File: src/rtl/serial_sequence_tx_if.sv
// Handshake and serial-output bundle for serial_sequence_tx.
// master = word source / consumer of the serial stream, slave = the transmitter.
interface serial_sequence_tx_if #(
  parameter int WIDTH = 8
);
  localparam int LEN_W = $clog2(WIDTH + 1);

  logic             in_valid;
  logic             in_ready;
  logic [WIDTH-1:0] in_data;
  logic [LEN_W-1:0] in_len;
  logic             output_sequence;
  logic             out_valid;
  logic             done;
  logic             busy;

  modport master (
    output in_valid, in_data, in_len,
    input  in_ready, output_sequence, out_valid, done, busy
  );

  modport slave (
    input  in_valid, in_data, in_len,
    output in_ready, output_sequence, out_valid, done, busy
  );
endinterface

File: src/rtl/serial_sequence_tx.sv
// Bit-serial transmitter: takes a word plus bit count over valid/ready and shifts it out
// MSB-first, one bit per clock, with an optional idle gap after every word.
module serial_sequence_tx #(
  parameter int   WIDTH      = 8,
  parameter int   GAP        = 0,
  parameter logic IDLE_LEVEL = 1'b0
) (
  input logic                 clk,
  input logic                 reset,
  serial_sequence_tx_if.slave bus
);
  localparam int LEN_W = $clog2(WIDTH + 1);
  localparam int GAP_W = (GAP > 0) ? $clog2(GAP + 1) : 1;
  localparam logic [LEN_W-1:0] FULL_LEN = LEN_W'(WIDTH);

  typedef enum logic [1:0] {
    S_IDLE,
    S_SHIFT,
    S_GAP
  } state_t;

  state_t           state;
  logic [WIDTH-1:0] shift_q;
  logic [LEN_W-1:0] cnt_q;
  logic [GAP_W-1:0] gap_q;
  logic             seq_q;
  logic             valid_q;
  logic             done_q;

  logic [LEN_W-1:0] eff_len;
  logic [WIDTH-1:0] aligned;
  logic             last_bit;
  logic             ready;
  logic             accept;

  // NOTE: every always_comb output gets a default first, so no path can infer a latch.
  always_comb begin
    eff_len = bus.in_len;
    if (bus.in_len == '0 || bus.in_len > FULL_LEN) eff_len = FULL_LEN;
    // Left-justify the word so the first bit to send always sits at the MSB.
    aligned = bus.in_data << (FULL_LEN - eff_len);
  end

  // cnt_q holds the number of bits still to follow the one currently on the pin.
  assign last_bit = (state == S_SHIFT) && (cnt_q == '0);
  assign ready    = !reset && ((state == S_IDLE) || ((GAP == 0) && last_bit));
  assign accept   = bus.in_valid && ready;

  // NOTE: sequential state uses non-blocking assignments only, so every register samples
  // pre-edge values regardless of statement order.
  always_ff @(posedge clk or posedge reset) begin
    if (reset) begin
      state   <= S_IDLE;
      shift_q <= '0;
      cnt_q   <= '0;
      gap_q   <= '0;
      seq_q   <= IDLE_LEVEL;
      valid_q <= 1'b0;
      done_q  <= 1'b0;
    end else begin
      done_q <= 1'b0;
      if (accept) begin
        // Accept from IDLE or on the last bit of the previous word (back-to-back).
        state   <= S_SHIFT;
        seq_q   <= aligned[WIDTH-1];
        shift_q <= aligned << 1;
        cnt_q   <= eff_len - LEN_W'(1);
        valid_q <= 1'b1;
        done_q  <= (eff_len == LEN_W'(1));
      end else begin
        case (state)
          S_SHIFT: begin
            if (cnt_q != '0) begin
              seq_q   <= shift_q[WIDTH-1];
              shift_q <= shift_q << 1;
              cnt_q   <= cnt_q - LEN_W'(1);
              done_q  <= (cnt_q == LEN_W'(1));
            end else begin
              seq_q   <= IDLE_LEVEL;
              valid_q <= 1'b0;
              if (GAP > 0) begin
                state <= S_GAP;
                gap_q <= GAP_W'(GAP - 1);
              end else begin
                state <= S_IDLE;
              end
            end
          end
          S_GAP: begin
            if (gap_q == '0) state <= S_IDLE;
            else             gap_q <= gap_q - GAP_W'(1);
          end
          default: state <= S_IDLE;
        endcase
      end
    end
  end

  assign bus.in_ready        = ready;
  assign bus.output_sequence = seq_q;
  assign bus.out_valid       = valid_q;
  assign bus.done            = done_q;
  assign bus.busy            = (state != S_IDLE);
endmodule
File: src/flat_wrapper.sv
// flat-port wrapper written by rule: the top's interface ports become plain ports
module serial_sequence_tx_flat 
#(
  parameter int   WIDTH      = 8,
  parameter int   GAP        = 0,
  parameter logic IDLE_LEVEL = 1'b0
)
  (clk, reset, bus_in_valid, bus_in_data, bus_in_len, bus_in_ready, bus_output_sequence, bus_out_valid, bus_done, bus_busy);
  serial_sequence_tx_if #(.WIDTH(WIDTH)) bus_i ();
  input logic clk;
  input logic reset;
  input wire logic [$bits(bus_i.in_valid)-1:0] bus_in_valid;
  input wire logic [$bits(bus_i.in_data)-1:0] bus_in_data;
  input wire logic [$bits(bus_i.in_len)-1:0] bus_in_len;
  output wire logic [$bits(bus_i.in_ready)-1:0] bus_in_ready;
  output wire logic [$bits(bus_i.output_sequence)-1:0] bus_output_sequence;
  output wire logic [$bits(bus_i.out_valid)-1:0] bus_out_valid;
  output wire logic [$bits(bus_i.done)-1:0] bus_done;
  output wire logic [$bits(bus_i.busy)-1:0] bus_busy;
  assign bus_i.in_valid = bus_in_valid;
  assign bus_i.in_data = bus_in_data;
  assign bus_i.in_len = bus_in_len;
  assign bus_in_ready = bus_i.in_ready;
  assign bus_output_sequence = bus_i.output_sequence;
  assign bus_out_valid = bus_i.out_valid;
  assign bus_done = bus_i.done;
  assign bus_busy = bus_i.busy;
  serial_sequence_tx #(.WIDTH(WIDTH), .GAP(GAP), .IDLE_LEVEL(IDLE_LEVEL)) u_core (.clk(clk), .reset(reset), .bus(bus_i));
endmodule
File: config.mk
export PLATFORM = sky130hd
export DESIGN_NAME = serial_sequence_tx_flat
export DESIGN_NICKNAME = d
export VERILOG_FILES = /design/src/rtl/serial_sequence_tx_if.sv /design/src/rtl/serial_sequence_tx.sv /design/src/flat_wrapper.sv
export SDC_FILE = /design/constraint.sdc
export NUM_CORES = 1
export LEC_CHECK = 0
export CAP_MARGIN = 20
export CORE_ASPECT_RATIO = 1.1
export CORE_MARGIN = 2
export CORE_UTILIZATION = 40
export CTS_CLUSTER_DIAMETER = 40
export CTS_CLUSTER_SIZE = 10
export DETAILED_ROUTE_END_ITERATION = 8
export REMOVE_ABC_BUFFERS = 1
export SYNTH_ARGS = -nofsm -noshare
export SYNTH_HDL_FRONTEND = slang
export SYNTH_SLANG_ARGS = --single-unit
File: constraint.sdc
create_clock -name clk -period 2 [get_ports clk]
set_input_delay 0.4 -clock clk [delete_from_list [all_inputs] [get_ports clk]]
set_output_delay 0.4 -clock clk [all_outputs]
set_load 0.01 [all_outputs]
# Word-level counts from Yosys, hierarchy flattened
# Cells that the tools add are included.
dict set report totals {
  memories 0
  reg_bits 18
  ram_bits 0
  inputBits 15
  rom_bits 0
  latchBits 0
}
dict set report op_classes {
  n_mux 21
  n_addsub 4
  shifts 1
  reduce_logical 17
  bitwise 1
  div_mod_pow 0
  eq_ne 7
  n_lt_le_gt_ge 1
  mul 0
}
# cell count
set op_table {}
lappend op_table {{8-bit 2-to-1 mux} 3}
lappend op_table {{4-bit 2-to-1 mux} 4}
lappend op_table {{1-bit 2-to-1 mux} 10}
lappend op_table {{4-bit by 1-bit equality test with 1-bit output (second input constant)} 2}
lappend op_table {{4-bit logical NOT} 2}
lappend op_table {{2-bit AND reduction} 4}
lappend op_table {{8-bit by 4-bit << shifter with 8-bit output} 1}
lappend op_table {{4-bit by 1-bit subtractor with 4-bit output (second input constant)} 2}
lappend op_table {{2-bit 2-to-1 mux} 3}
lappend op_table {{2-bit nonzero test} 3}
lappend op_table {{4-bit greater-than comparator (second input constant)} 1}
lappend op_table {{2-bit one-hot mux with 2 select lines} 1}
lappend op_table {{4-bit nonzero test} 1}
lappend op_table {{4-bit subtractor (first input constant)} 1}
lappend op_table {{1-bit logical AND} 3}
lappend op_table {{3-bit by 2-bit inequality test with 1-bit output (second input constant)} 1}
lappend op_table {{3-bit inequality test (second input constant)} 1}
lappend op_table {{2-bit by 1-bit equality test with 1-bit output (second input constant)} 1}
lappend op_table {{2-bit equality test (second input constant)} 1}
lappend op_table {{2-bit logical NOT} 1}
lappend op_table {{1-bit logical OR} 2}
lappend op_table {{2-bit by 1-bit inequality test with 1-bit output (second input constant)} 1}
lappend op_table {{1-bit logical NOT} 1}
lappend op_table {{1-bit inverter} 1}
lappend op_table {{1-bit subtractor (second input constant)} 1}

# Logic depth before layout (Yosys ltp)
# Gate-level depths: netlist of run 1.
dict set report depth {
  word_depth 7
  depth_mapped 9
}

# Worst setup path after synthesis of run 1
# No wires, ideal clock.
dict set report synth_path {
  path_type {input to register}
  startpoint {input port bus_in_len[0]}
  endpoint {register u_core.shift_q[5]}
  arrival_ps 1811
  setup_time_ps 126
  path_stages 8
  path_slack_ps 63
  path_buffers 1
  path_cell_list {nor2b_1 buf_4 inv_2 ha_1 xnor2_4 mux2_4 nand3_2 a21oi_2}
}
dict set report synth_via {
  elab_chain_cells 6
  word_cells_on_any_way 7
  cone_classes {add/sub (1); order compare (1); shift (1); mux (2); reduce/logical (2)}
}
# item line_no
set synth_lines {}
lappend synth_lines {{start, declared} flat_wrapper.sv:14} ;# input wire logic [$bits(bus_i.in_len)-1:0] bus_in_len;
lappend synth_lines {{4-bit greater-than comparator or 4-bit logical NOT (tied branches)} serial_sequence_tx.sv:39} ;# if (bus.in_len == '0 || bus.in_len > FULL_LEN) eff_len = FULL_LEN;
lappend synth_lines {{1-bit logical OR} serial_sequence_tx.sv:39}
lappend synth_lines {{4-bit 2-to-1 mux *} serial_sequence_tx.sv:39}
lappend synth_lines {{4-bit subtractor *} serial_sequence_tx.sv:41} ;# aligned = bus.in_data << (FULL_LEN - eff_len);
lappend synth_lines {{8-bit by 4-bit << shifter with 8-bit output *} serial_sequence_tx.sv:41}
lappend synth_lines {{8-bit 2-to-1 mux *} serial_sequence_tx.sv:62} ;# if (accept) begin
lappend synth_lines {{end signal, assigned} serial_sequence_tx.sv:66} ;# shift_q <= aligned << 1;
lappend synth_lines {{end signal, assigned} serial_sequence_tx.sv:75} ;# shift_q <= shift_q << 1;
lappend synth_lines {{end, declared} serial_sequence_tx.sv:23} ;# logic [WIDTH-1:0] shift_q;
# Every way passes the cells marked *; elsewhere a longest branch is shown, timed or not.
# A chain may end at the register's enable or synchronous reset.

# Worst setup path after layout of run 1
# Same ends and word-level chain as after synthesis.

==> results of run 1 <==
## per-stage QoR
step                      TNS, ns  area, µm²  hold slack (ns)  cells  setup WS [ns]
after floorplan            -2.114       1059           0.3095    114        -0.3440
after global placement     -2.710       1453           0.4754    186        -0.3285
after detailed placement   -3.161       1453           0.4783    186        -0.3931
after CTS                       0       1485           0.4990    190        0.01821
after global routing            0       1524           0.5076    190        0.01251
final                           0       1524           0.4962    190         0.1222
## synth_stat cells, drive strengths merged (2+ instances only)
cell type	number	area, µm²
dfrtp	15	375.4
nor2	14	55.06
o21ai	12	60.06
a21oi	11	58.81
mux2i	11	110.1
nand2	9	33.78
inv	5	18.76
buf	4	23.76
ha	4	50.05
nand3	4	25.02
nor2b	4	25.02
a221oi	3	38.79
nand2b	2	12.51
nor3	2	10.01
or3	2	12.51
## cells in the final DEF (no fill, tap or decap), drive strengths merged
| master | netlist | routed |
|---|---|---|
| buf | 4 | 22 |
| mux2i | 11 | 11 |
| xnor2 | 1 | 1 |
| o2111ai | 1 | 1 |
| o21ai | 12 | 12 |
| mux4 | 1 | 1 |
| nor3 | 2 | 2 |
| nand4 | 1 | 1 |
| and3 | 1 | 1 |
| a211oi | 1 | 1 |
| nand2 | 9 | 9 |
| clkbuf | 1 | 5 |
| a31oi | 1 | 1 |
| nor2 | 14 | 14 |
| o21bai | 1 | 1 |
| a21oi | 11 | 11 |
| clkdlybuf4s50 | 0 | 18 |
| nor4 | 1 | 1 |
| mux2 | 1 | 1 |
| a221oi | 3 | 3 |
| xor2 | 1 | 1 |
| nand3 | 4 | 4 |
| or3 | 2 | 2 |
| nor3b | 1 | 1 |
| inv | 5 | 5 |
| a32oi | 1 | 1 |
| dfrtp | 15 | 15 |
| nor2b | 4 | 4 |
| and2b | 1 | 1 |
| ha | 4 | 4 |
| nand2b | 2 | 2 |
| o311a | 1 | 1 |
| nor4b | 1 | 1 |
## metal layers
metal  share of wire [%]  vias up
met5                   0        -
met4                 1.9        0
met3                 3.2        4
met2                  51       22
met1                  44      489
li1                    -      510
## critical path, stage by stage
cell,delay [ns]
clkdlybuf4s50_1,0.48
nor2b_4,0.17
inv_2,0.07
ha_4,0.19
xnor2_4,0.30
mux2_4,0.33
nand3_2,0.07
a21oi_2,0.04
## state kept, by name, summed over array words and instances, names as in the netlist
register and count:
u_core.shift_q 7, u_core.cnt_q 4, u_core.state 1, u_core.bus.output_sequence 1, u_core.bus.out_valid 1, u_core.bus.done 1
## power breakdown
group | switching, W | leakage, nW | internal (W)
Combinational | 0.000392 | 0.476 | 0.000408
Clock | 0.0000965 | 0.0150 | 0.0000774
Sequential | 0.000106 | 0.186 | 0.000434
## timing repair
action / 4_1_cts / 5_1_grt
pin swaps: 1 / 1
gates resized for setup: 4 / 8
setup endpoints to repair: 8 / 7
## worst max path at each step
stage / slack, ns / startpoint / end
global placement: -0.33 / bus_in_len[0] / u_core.shift_q[5]$_DFFE_PP0P_
detailed placement: -0.39 / bus_in_len[0] / u_core.bus.output_sequence$_DFFE_PP0P_
CTS: 0.02 / u_core.cnt_q[1]$_DFFE_PP0P_ / bus_in_ready
finish: 0.12 / bus_in_len[0] / u_core.shift_q[5]$_DFFE_PP0P_
global route: 0.01 / bus_in_len[0] / u_core.shift_q[4]$_DFFE_PP0P_
floorplan: -0.34 / bus_in_len[0] / u_core.shift_q[5]$_DFFE_PP0P_
## kinds of logic after synthesis
family / count (synthesis) / synth area share (%)
and+or+nand+nor: 43 / 20.62
AOI/OAI and AO/OA: 32 / 19.01
DFF: 15 / 34.56
muxes: 13 / 13.59
buffers and inverters: 10 / 4.260
adders and majority gates: 4 / 4.608
xor gates and xnor gates: 2 / 3.341
## area by class of cell
type	count	area (µm²)	area share [%]
multi-input cells	94	710.7	46.63
flip-flops and latches	15	375.4	24.63
repair buffers	41	354.1	23.23
well taps	31	38.79	2.545
clock buffers	4	26.28	1.724
inverters	5	18.77	1.232
==> metrics.cfg, run 1 <==
[yosys]
synth.avg_cell_area_um2 = 9.126
netlist_instances = 119
synth_ff_type = dfrtp_1
yosys_warnings = 0
seq_area_frac_synth_pct = 34.56
syn-cell-area_um2 = 1086
ys_ff_latch = 15
synth-edff-count = 0
ys_async_sr_fraction_pct = 100.0
synth.distinct_cells = 40

[power_and_ir_drop]
max-vdd-ir-drop_mv = 0.5236
design_power_total_w = 0.001514
power_density_nw_per_um2 = 993.2
leakagePower_nw = 0.6770

[route]
drt.antenna.violating_nets = 0
drt_iter0_drc = 12
vias = 1025
vias_per_cell = 5.395
routed_wl_um = 2557
route.detailed.drc = 0
firstDrtPassIters = 4
wl_per_cell_um = 13.46

[critical_path]
cp_max_fo = 7
rrSetupSlack_ns = 0.27
cp.arrival_ns = 2.05
cp.required_ns = 2.17
crit_type = input pin to register
end_kind = register
worst-r2r-cell-count = 8
startpoint_type = input pin
reg2reg_to = u_core.shift_q[5]$_DFFE_PP0P_
rr_startpoint = u_core.cnt_q[1]$_DFFE_PP0P_

[die]
fp-row-count = 19
dieArea_um2 = 3148
die_y_um = 58.65
pin_count = 20
placeableCoreArea_um2 = 2544
chipWidth_um = 53.68
initial_core_util_pct = 42.70

[timing]
final-setup-viol-count = 0
hold_viol = 0
worst_pin_slew_ns = 0.2991
period_share_pct = 93.89
post-route-min-period_ns = 1.878
fin_skew_ns = 0.001065
grt_setup_unrepaired = no
timing.slew.headroom_pct = 79.87
timing.fmax_mhz = 532.6
drv_slew = 0

[placement]
hpwl_um = 2023
gp_congestion = 0.8394
port_buffers = 19

[cts]
cts_sinks = 15
clkTransAtPathRegs_ns = 0.09
clock_tree.root_cell = clkbuf_4
post_cts_buffers = 0
tritoncts = done
cts_buffers = 3
cts_max_level = 1
clock_latency_ns = 0.28
cts.hold.buffers_added = 0
clockBufferDepth = 2

[grt]
busiest_layer = met2
grt_util_met2_pct = 33.28
grt_antenna_before_repair = 0
met3_usage_pct = 3.046
grt_usage_pct = 18.70
grt_pass1_wl_um = 4305
grt_max_degree = 16
use_met1_pct = 21.65
grt_overflow = 0
grt_pass1_vias = 1024

[final_layout]
nFillCells = 244
nets = 179
utilization_pct = 59.91
synthToLayoutAreaGrowth_pct = 40.32
n_antenna_cell = 0
drive_gt1_share_pct = 25.79

[run]
max-cap-violations = 0

[worst_hold_path]
min_path_type = input pin to async pin

[run_status]
status = finished, final reports clean

Note: power is estimated with default switching activity, not from simulation.
==> run 2, diff against run 1 <==
- ABC_AREA: default -> 1
==> metrics.cfg, run 2 <==
[run_status]
status = finished, final reports clean

[yosys]
netlist_instances = 150  ; +26%
synth_adder_area_share_pct = 4.474  ; -0.13 points
muxShareOfSynthArea_pct = 0  ; -14 points
ys_top_cells_by_count = nand2_1 (31), nand3_1 (24), inv_1 (19)
synth-xor-area-share_pct = 3.020  ; -0.32 points
synth-edff-count = 0  ; unchanged
synth.distinct_cells = 25  ; -38%
ys_async_sr_fraction_pct = 100.0  ; unchanged
ys_ff_latch = 15  ; unchanged
synth.avg_cell_area_um2 = 7.457  ; -18%
synth_top_family_by_area = simple AND/OR/NAND/NOR gates
yosys_warnings = 0  ; unchanged
synth_area_leaders = dfrtp_1 (34%), nand3_1 (11%), nand2_1 (10%)
synth.most_common_cell = nand2_1
seq_area_frac_synth_pct = 33.56  ; -1.0 points
synth.top_cell.area_share_pct = 33.56  ; -1.0 points
synth_compound_area_share_pct = 9.060  ; -9.9 points
synth_ff_type = dfrtp_1
yosysTopAreaCell = dfrtp_1
syn-cell-area_um2 = 1119  ; +3.0%
synthSimpleGateAreaFrac_pct = 40.60  ; +20 points

[timing]
worst_pin_slew_ns = 0.2451  ; -0.05405 ns
fin_skew_ns = 0.002078  ; +0.001012 ns
drv_slew = 0  ; unchanged
hold_viol = 0  ; unchanged
post-route-min-period_ns = 1.884  ; +0.005848 ns
timing.slew.headroom_pct = 83.49  ; +3.6 points
period_share_pct = 94.18  ; +0.29 points
timing.fmax_mhz = 530.9  ; -0.31%
final-setup-viol-count = 0  ; unchanged

[final_layout]
drive_gt1_share_pct = 23.94  ; -1.8 points
layout_common_cells = nand2_1 (31), nand3_1 (23), buf_4 (19), inv_1 (17)
nFillCells = 281  ; +15%
top_register = u_core.shift_q
layout.cells.most_common = nand2_1
postLayoutCellArea_um2 = 1521  ; -0.16%
biggestRegsByFlops = u_core.shift_q: 7 flops, u_core.cnt_q: 4 flops
synthToLayoutAreaGrowth_pct = 36.02
utilization_pct = 56.30  ; -3.6 points
n_antenna_cell = 0  ; unchanged
nets = 208  ; +16%
largest_register_ffs = 7  ; unchanged

[route]
routed_wl_um = 2836  ; +11%
route.detailed.drc = 0  ; unchanged
vias = 1123  ; +9.6%
vias_per_cell = 5.081  ; -5.8%
firstDrtPassIters = 4  ; unchanged
wl_per_cell_um = 12.83  ; -4.6%
drt_iter0_drc = 31  ; +19
drt.antenna.violating_nets = 0  ; unchanged

[die]
dieArea_um2 = 3236  ; +2.8%
fp-row-count = 20  ; +1
placeableCoreArea_um2 = 2703  ; +6.2%
pin_count = 20  ; unchanged
die_y_um = 59.46  ; +1.4%
initial_core_util_pct = 41.39  ; -1.3 points
chipWidth_um = 54.42  ; +1.4%

[placement]
port_buffers = 19  ; unchanged
hpwl_um = 2179  ; +7.7%
gp_congestion = 0.8534  ; +1.7%
placed_area_um2 = 1430  ; -1.6%

[power_and_ir_drop]
internal_power_w = 0.0009735  ; +5.9%
p_sw_w = 0.0007304  ; +23%
switching_share_pct = 42.87  ; +3.6 points
pwr-share-seq_pct = 31.1  ; -4.6 points
p_clk_share_pct = 10.6  ; -0.9 points
power_frac_comb_pct = 58.3  ; +5.5 points
leakagePower_nw = 0.7511  ; +11%
max-vdd-ir-drop_mv = 0.4840  ; -7.6%
power_density_nw_per_um2 = 1120  ; +13%

[cts]
clock_latency_ns = 0.29  ; about the same
tritoncts = done
clock_tree.root_cell = clkbuf_4
clkTransAtPathRegs_ns = 0.09  ; about the same
cts_sinks = 15  ; unchanged
cts.hold.buffers_added = 0  ; unchanged
cts_max_level = 1  ; unchanged
clockBufferDepth = 2  ; unchanged
cts_buffers = 3  ; unchanged

[critical_path]
cp.required_ns = 2.19  ; +0.02 ns
end_kind = register
crit_type = register to register
cp.arrival_ns = 2.07  ; +0.02 ns
cp_max_fo = 12  ; +5
rrSetupSlack_ns = 0.12  ; -0.15 ns
startpoint_type = register

[worst_hold_path]
min_path_type = register to register

[grt]
grt_antenna_before_repair = 0  ; unchanged
grt_pass1_vias = 1033  ; +0.88%
grt_pass1_wl_um = 4367  ; +1.4%
grt_max_degree = 17  ; +1
grt_overflow = 0  ; unchanged
grt_usage_pct = 18.91  ; +0.21 points

[run]
max-cap-violations = 0  ; unchanged

run 2: cell types whose count changed in the layout (fill, tap and decap cells not counted), moves of 6 or more:
| cell | previous run | this run |
|---|---|---|
| inv_1 | 4 | 17 |
| a21oi_1 | 10 | 4 |
| nand3_1 | 3 | 23 |
| mux2i_1 | 11 | 0 |
| nand4_1 | 1 | 8 |
| nand2_1 | 9 | 31 |
run 2: metal layers:
| layer | global-route usage [%] | share of wire [%] |
|---|---|---|
| met5 | 0 | 0 |
| met4 | 8.929 | 2.5 |
| met3 | 2.273 | 2.8 |
| met2 | 35.46 | 53 |
| met1 | 20.16 | 41 |
run 2: repair_timing:
action,in CTS,in global routing
pin swaps,0,2
endpoints found under the setup margin,8,9
setup buffers,0,4
resized for setup,4,13
run 2: worst max-delay path, cell delays in order (launching register included):
cell and delay [ns]:
dfrtp_1 0.40, inv_1 0.10, ha_1 0.17, nand2_1 0.07
nand2_1 0.09, buf_4 0.20, nand3_4 0.21, nand2_4 0.16
inv_1 0.13, nor2_1 0.17, a21oi_2 0.07
run 2: final cells by class:
class                      count  area [µm²]  share of cell area [%]
inverter                      19       73.82                   4.852
multi-input combinational    112       676.9                   44.49
tap                           33       41.29                   2.714
timing repair buffer          38       327.8                   21.55
clock buffer                   4       26.28                   1.727
sequential                    15       375.4                   24.67
run 2: path summary, 6_finish.rpt:
check                                            startpoint                       endpoint  cells after the start
max in group asynchronous                             reset  u_core.shift_q[5]$_DFFE_PP0P_                      3
worst min-delay path            u_core.cnt_q[1]$_DFFE_PP0P_    u_core.cnt_q[1]$_DFFE_PP0P_                      2
worst max register to register  u_core.cnt_q[0]$_DFFE_PP0P_  u_core.shift_q[6]$_DFFE_PP0P_                     10
worst max-delay path            u_core.cnt_q[0]$_DFFE_PP0P_  u_core.shift_q[6]$_DFFE_PP0P_                     10
worst min register to register  u_core.cnt_q[1]$_DFFE_PP0P_    u_core.cnt_q[1]$_DFFE_PP0P_                      2
min in group asynchronous                             reset    u_core.cnt_q[2]$_DFFE_PP0P_                      3
run 2: cells by family (layout without fill, tap and decap cells):
kind of cell / Yosys count / after routing
XOR/XNOR: 3 / 3
adder cells (fa/ha/maj): 4 / 4
AND/OR/NAND/NOR: 87 / 87
flip-flops: 15 / 15
buffers and inverters: 23 / 61
AO/OA/AOI/OAI: 18 / 18
run 2: power by group through the flow:
stage | combinational (W) | sequential (W) | clock, W
detailed placement | 0.000927 | 0.000540 | 0
global route | 0.00111 | 0.000550 | 0.000194
floorplan | 0.000566 | 0.000534 | 0
CTS | 0.000930 | 0.000535 | 0.000180
global placement | 0.000918 | 0.000528 | 0
finish | 0.000993 | 0.000530 | 0.000181
run 2: stage by stage:
stage	TNS [ns]	cells	hold slack [ns]	power, W	setup slack, ns
after floorplan	0	146	0.3317	0.001100	0.08500
after global placement	-2.792	213	0.4691	0.001446	-0.3454
after detailed placement	-3.388	213	0.4839	0.001468	-0.3943
after CTS	0	217	0.5083	0.001644	0.02380
after global routing	-0.03319	221	0.5312	0.001852	-0.01901
final	0	221	0.5084	0.001704	0.1164
